<file path="config.mk">
export PLATFORM = sky130hd
export DESIGN_NAME = fifo_wr_arbiter_flat
export DESIGN_NICKNAME = d
export VERILOG_FILES = /design/src/rtl/fifo_wr_arbiter_pkg.sv /design/src/rtl/fifo_wr_arbiter_if.sv /design/src/rtl/fifo_wr_arbiter_rr_pick.sv /design/src/rtl/fifo_wr_arbiter.sv /design/src/flat_wrapper.sv
export SDC_FILE = /design/constraint.sdc
export NUM_CORES = 1
export LEC_CHECK = 0
export CORE_MARGIN = 3
export CORE_UTILIZATION = 34
export DETAILED_ROUTE_END_ITERATION = 12
export PLACE_DENSITY = 0.88
export SYNTH_ARGS = -nofsm -noshare
export SYNTH_HDL_FRONTEND = slang
export SYNTH_SLANG_ARGS = --single-unit
</file>
<file path="constraint.sdc">
create_clock -name clk -period 3 [get_ports clk]
set_input_delay 0.45 -clock clk [delete_from_list [all_inputs] [get_ports clk]]
set_output_delay 0.45 -clock clk [all_outputs]
set_load 0.005 [all_outputs]
</file>
<file path="src/rtl/fifo_wr_arbiter_pkg.sv">
// Shared types and helpers for the round-robin FIFO write arbiter.
package fifo_arb_pkg;

   typedef enum logic {
      ST_IDLE = 1'b0,
      ST_BUSY = 1'b1
   } state_t;

   // Minimum width of an index/counter able to address n values (never below 1).
   function automatic int unsigned clog2(input int unsigned n);
      int unsigned r;
      r = 0;
      while ((32'd1 << r) < n) r++;
      return (r == 0) ? 1 : r;
   endfunction

endpackage

</file>
<file path="src/rtl/fifo_wr_arbiter_if.sv">
// Producer-side request bus and FIFO write port shared by the arbiter.
interface fifo_wr_arbiter_if
   import fifo_arb_pkg::*;
#(
   parameter int unsigned nreq  = 4,
   parameter int unsigned width = 16
);

   logic [nreq-1:0]       req;
   logic [nreq*width-1:0] req_data;
   logic                  fifo_full;
   logic [nreq-1:0]       gnt;
   logic                  fifo_wr_en;
   logic [width-1:0]      fifo_din;
   logic                  busy;
   logic [clog2(nreq)-1:0] owner;

   modport master (
      output req, req_data, fifo_full,
      input  gnt, fifo_wr_en, fifo_din, busy, owner
   );

   modport slave (
      input  req, req_data, fifo_full,
      output gnt, fifo_wr_en, fifo_din, busy, owner
   );

endinterface

</file>
<file path="src/rtl/fifo_wr_arbiter_rr_pick.sv">
// Rotating priority pick: first set request after index last, wrapping, last itself lowest.
module rr_pick
   import fifo_arb_pkg::*;
#(
   parameter int unsigned nreq = 4
) (
   input  logic [nreq-1:0]        req,
   input  logic [clog2(nreq)-1:0] last,
   output logic                   found,
   output logic [clog2(nreq)-1:0] winner
);

   localparam int unsigned iw = clog2(nreq);

   always_comb begin
      found  = 1'b0;
      winner = '0;
      for (int unsigned k = 1; k <= nreq; k++) begin
         for (int unsigned i = 0; i < nreq; i++) begin
            if (!found && req[i] && ((32'(last) + k) % nreq) == i) begin
               found  = 1'b1;
               winner = iw'(i);
            end
         end
      end
   end

endmodule

</file>
<file path="src/rtl/fifo_wr_arbiter.sv">
// Round-robin arbiter sharing one FIFO write port among nreq producers, bursts capped at burst words.
module fifo_wr_arbiter
   import fifo_arb_pkg::*;
#(
   parameter int unsigned nreq  = 4,
   parameter int unsigned width = 16,
   parameter int unsigned burst = 4
) (
   input logic           clk,
   input logic           rst,
   fifo_wr_arbiter_if.slave bus
);

   localparam int unsigned iw = clog2(nreq);
   localparam int unsigned cw = clog2(burst + 1);

   state_t          state;
   logic [iw-1:0]   owner_q;
   logic [iw-1:0]   last_q;
   logic [cw-1:0]   burst_cnt;
   logic [iw-1:0]   base;
   logic            own_req;
   logic [width-1:0] own_data;
   logic            accept;
   logic            rel;
   logic            found;
   logic [iw-1:0]   winner;

   always_comb begin
      own_req  = 1'b0;
      own_data = '0;
      for (int unsigned i = 0; i < nreq; i++) begin
         if (owner_q == iw'(i)) begin
            own_req  = bus.req[i];
            own_data = bus.req_data[i*width +: width];
         end
      end
   end

   assign accept = (state == ST_BUSY) && own_req && !bus.fifo_full;
   assign rel    = (state == ST_BUSY) &&
                   ((accept && burst_cnt == cw'(burst - 1)) || !own_req);

   // One picker serves both paths: IDLE scans after last, a release scans after the owner.
   assign base = (state == ST_BUSY) ? owner_q : last_q;

   rr_pick #(.nreq(nreq)) u_pick (
      .req    (bus.req),
      .last   (base),
      .found  (found),
      .winner (winner)
   );

   always_comb begin
      bus.gnt = '0;
      for (int unsigned i = 0; i < nreq; i++) begin
         bus.gnt[i] = accept && (owner_q == iw'(i));
      end
   end

   assign bus.fifo_wr_en = accept;
   assign bus.fifo_din   = accept ? own_data : '0;
   assign bus.busy       = (state == ST_BUSY);
   assign bus.owner      = owner_q;

   always_ff @(posedge clk or posedge rst) begin
      if (rst) begin
         state     <= ST_IDLE;
         owner_q   <= '0;
         last_q    <= iw'(nreq - 1);
         burst_cnt <= '0;
      end else begin
         case (state)
            ST_IDLE: begin
               if (found) begin
                  owner_q   <= winner;
                  burst_cnt <= '0;
                  state     <= ST_BUSY;
               end
            end
            ST_BUSY: begin
               if (rel) begin
                  last_q <= owner_q;
                  if (found) begin
                     owner_q   <= winner;
                     burst_cnt <= '0;
                  end else begin
                     state <= ST_IDLE;
                  end
               end else if (accept) begin
                  burst_cnt <= burst_cnt + 1'b1;
               end
            end
            default: state <= ST_IDLE;
         endcase
      end
   end

endmodule

</file>
<file path="src/flat_wrapper.sv">
// flat-port wrapper written by rule: the top's interface ports become plain ports
module fifo_wr_arbiter_flat import fifo_arb_pkg::*;
#(
   parameter int unsigned nreq  = 4,
   parameter int unsigned width = 16,
   parameter int unsigned burst = 4
)
  (clk, rst, bus_req, bus_req_data, bus_fifo_full, bus_gnt, bus_fifo_wr_en, bus_fifo_din, bus_busy, bus_owner);
  fifo_wr_arbiter_if #(.nreq(nreq), .width(width)) bus_i ();
  input logic clk;
  input logic rst;
  input wire logic [$bits(bus_i.req)-1:0] bus_req;
  input wire logic [$bits(bus_i.req_data)-1:0] bus_req_data;
  input wire logic [$bits(bus_i.fifo_full)-1:0] bus_fifo_full;
  output wire logic [$bits(bus_i.gnt)-1:0] bus_gnt;
  output wire logic [$bits(bus_i.fifo_wr_en)-1:0] bus_fifo_wr_en;
  output wire logic [$bits(bus_i.fifo_din)-1:0] bus_fifo_din;
  output wire logic [$bits(bus_i.busy)-1:0] bus_busy;
  output wire logic [$bits(bus_i.owner)-1:0] bus_owner;
  assign bus_i.req = bus_req;
  assign bus_i.req_data = bus_req_data;
  assign bus_i.fifo_full = bus_fifo_full;
  assign bus_gnt = bus_i.gnt;
  assign bus_fifo_wr_en = bus_i.fifo_wr_en;
  assign bus_fifo_din = bus_i.fifo_din;
  assign bus_busy = bus_i.busy;
  assign bus_owner = bus_i.owner;
  fifo_wr_arbiter #(.nreq(nreq), .width(width), .burst(burst)) u_core (.clk(clk), .rst(rst), .bus(bus_i));
endmodule
</file>
==> flow_metrics.tcl <==
set metrics [dict create \
    outcome "finished, final reports clean" \
    ys.flop_type "dfrtp_1" \
    max_stage_delay_ns 0.56 \
    tritoncts "yes" \
    critPathTopFamily "buffers and inverters" \
    required_ns 2.55 \
    synthArstFlopShare_pct 100.0 \
    drive_gt1_share_pct 20.97 \
    routed_wl_um 4080 \
    die-area_mm2 0.003811 \
    worstReg2RegEnd "u_core.bus.owner[1]" \
    slew_headroom_pct 69.79 \
    synth_commonest_cells "mux4_2 (17), nor2b_1 (16), dfrtp_1 (6)" \
    coreArea_mm2 0.002853 \
    path_buf_inv 3 \
    grt_setup_unrepaired "no" \
    cts_max_level 1 \
    area_growth_syn_to_layout_pct 95.14 \
    num_rows 19 \
    clock_latency_ns 0.25 \
    start_util_pct 37.02 \
    hpwl_um 3524 \
    powerDensity_mw_per_mm2 623.3 \
    synth_top_area_share_pct 36.26 \
    setup_tns_ns 0 \
    ys_seq_area_share_pct 19.19 \
    maxSlewViolCount 0 \
    synth-seq-cells 8 \
    syn_inst 90 \
    cts_buffer_depth 2 \
    grt_pass1_wl_um 5954 \
    place_area_mm2 0.002027 \
    multi_input_area_um2 780.7 \
    cp_slowest_cell "mux4_2" \
    synth_edf_count 0 \
    critPathCaptureType "output pin" \
    fill_cells 203 \
    fmax_mhz 351.2 \
    period_needed_ns 2.848 \
    worstPathCellList "clkdlybuf4s50_1, mux4_2, nand3b_4, buf_4, nor2b_1, clkdlybuf4s50_1" \
    die_w_um 61.73 \
    worst_path_most_repeated_cell "clkdlybuf4s50_1" \
    worstReg2RegStart "u_core.bus.owner[0]" \
    grt_antenna_before_repair 0 \
    syn_nets 163 \
    synth_area_leader_cell "mux4_2" \
    synth.most_common_cell "mux4_2" \
    worst_setup_path_start_kind "input port" \
    hold_class "input port to async pin" \
    power_leakage_nw 0.7883 \
    clkTransAtPathRegs_ns 0.06 \
    io_buffer_count 94 \
    final_util_pct 72.24 \
    finish.instance_area_mm2 0.002061 \
    drtAntennaViolNets 0 \
    seqCellArea_um2 202.7 \
    grt_max_degree 25 \
    antennaDiodeCount 0 \
    grt_use_total_pct 21.42 \
    die_h_um 61.73 \
    p_total_mw 1.285 \
    cts_root_buf "clkbuf_4" \
    hold_buffers 0 \
    synth_cell_types 33 \
    ff2ff_setup_slack_ns 1.18 \
    synth_area_leaders "mux4_2 (36%), dfrtp_1 (14%), nor2b_1 (9.5%), dfstp_2 (5.0%), mux2_2 (4.3%)" \
    drc 0 \
    tightest_slew_ns 0.4489 \
    peakVddDrop_v 0.0006291 \
    io_pins 95 \
    drtPass1Iterations 4 \
    post_cts_buffers 0 \
    overflow 0 \
    initialDrtViolationCount 27 \
    vias_per_cell 5.332 \
    criticalPathCategory "input port to output pin" \
    clock_sinks 8 \
    ys_warn_count 0 \
    reg2reg_depth 4 \
    skew_ns 0.009158 \
    nNetsFinal 260 \
    vias 1157 \
    cp.arrival_ns 2.40 \
    maxCapViolCount 0 \
    avgRoutedWirePerCell_um 18.80 \
    cts_made_buffers 3 \
    period_share_pct 94.93 \
    hold_viol 0 \
    avgSynthCellArea_um2 11.73 \
    setup_violations 0 \
    syn-cell-area_mm2 0.001056 \
    cp_max_fo 14 \
    place.gp.congestion 0.8958 \
    grt_pass1_vias 1103 \
    cts_resized 0 \
]
## metrics by stage
step	setup WS (ns)	hold WS, ns	std cells
2_1_floorplan	1.035	0.2642	90
3_3_place_gp	0.1823	0.4845	212
3_5_place_dp	0.1224	0.4907	212
4_1_cts	0.1237	0.4313	216
5_1_grt	0.02255	0.4512	217
6_report	0.1522	0.4321	217
## sequential cells by signal, indices dropped and copies added (netlist names)
signal and cells:
u_core.bus.busy 1, u_core.burst_cnt 3, u_core.bus.owner 2, u_core.last_q 2
## cell usage in the layout, fill, tap and decap left out, types with 2 or more instances in the layout
master / count
dfstp_2: 2
clkbuf_4: 3
ha_1: 2
nor2_1: 4
buf_4: 7
a22o_1: 2
dfrtp_1: 6
a211oi_1: 2
mux4_2: 17
nor3b_1: 2
nand2b_1: 2
mux2_2: 4
nor2b_1: 16
inv_1: 4
mux2i_1: 2
clkdlybuf4s50_1: 94
## cell type report
cell class | instances | area share (%)
Timing Repair Buffer | 101 | 48.21
Multi-Input combinational cell | 68 | 37.89
Sequential cell | 8 | 9.836
Tap cell | 31 | 1.882
Clock buffer | 4 | 1.275
Inverter | 5 | 0.9107
## worst max path at each step
stage                     cells after the start           startpoint  slack [ns]          endpoint
after floorplan                               6  u_core.bus.owner[0]        1.03        bus_gnt[3]
after global placement                        6           bus_req[0]        0.18  bus_fifo_din[15]
after detailed placement                      6           bus_req[0]        0.12   bus_fifo_din[3]
after CTS                                     6           bus_req[0]        0.12   bus_fifo_din[3]
after global routing                          6           bus_req[0]        0.02   bus_fifo_din[1]
final                                         6           bus_req[0]        0.15   bus_fifo_din[7]
## routing by layer
layer,GRT usage [%],wire [um],vias up
met1,27.46,1628,550
li1,-,-,539
met3,4.959,378,4
met5,0,0,-
met2,36.77,2004,64
met4,4.848,68,0
## power breakdown
group          internal [mW]  switching [mW]
Sequential             0.161          0.0292
Clock                 0.0507          0.0342
Combinational          0.633           0.376
Total                  0.845           0.439
## cell families after synthesis
group	count (synthesis)	share of synthesized area, %
fa+ha+maj	2	2.369
compound gates	12	10.19
mux	23	42.42
buf+inv	14	6.870
simple gates	31	18.96
flops	8	19.19
Power figures use the tool's default switching activity.
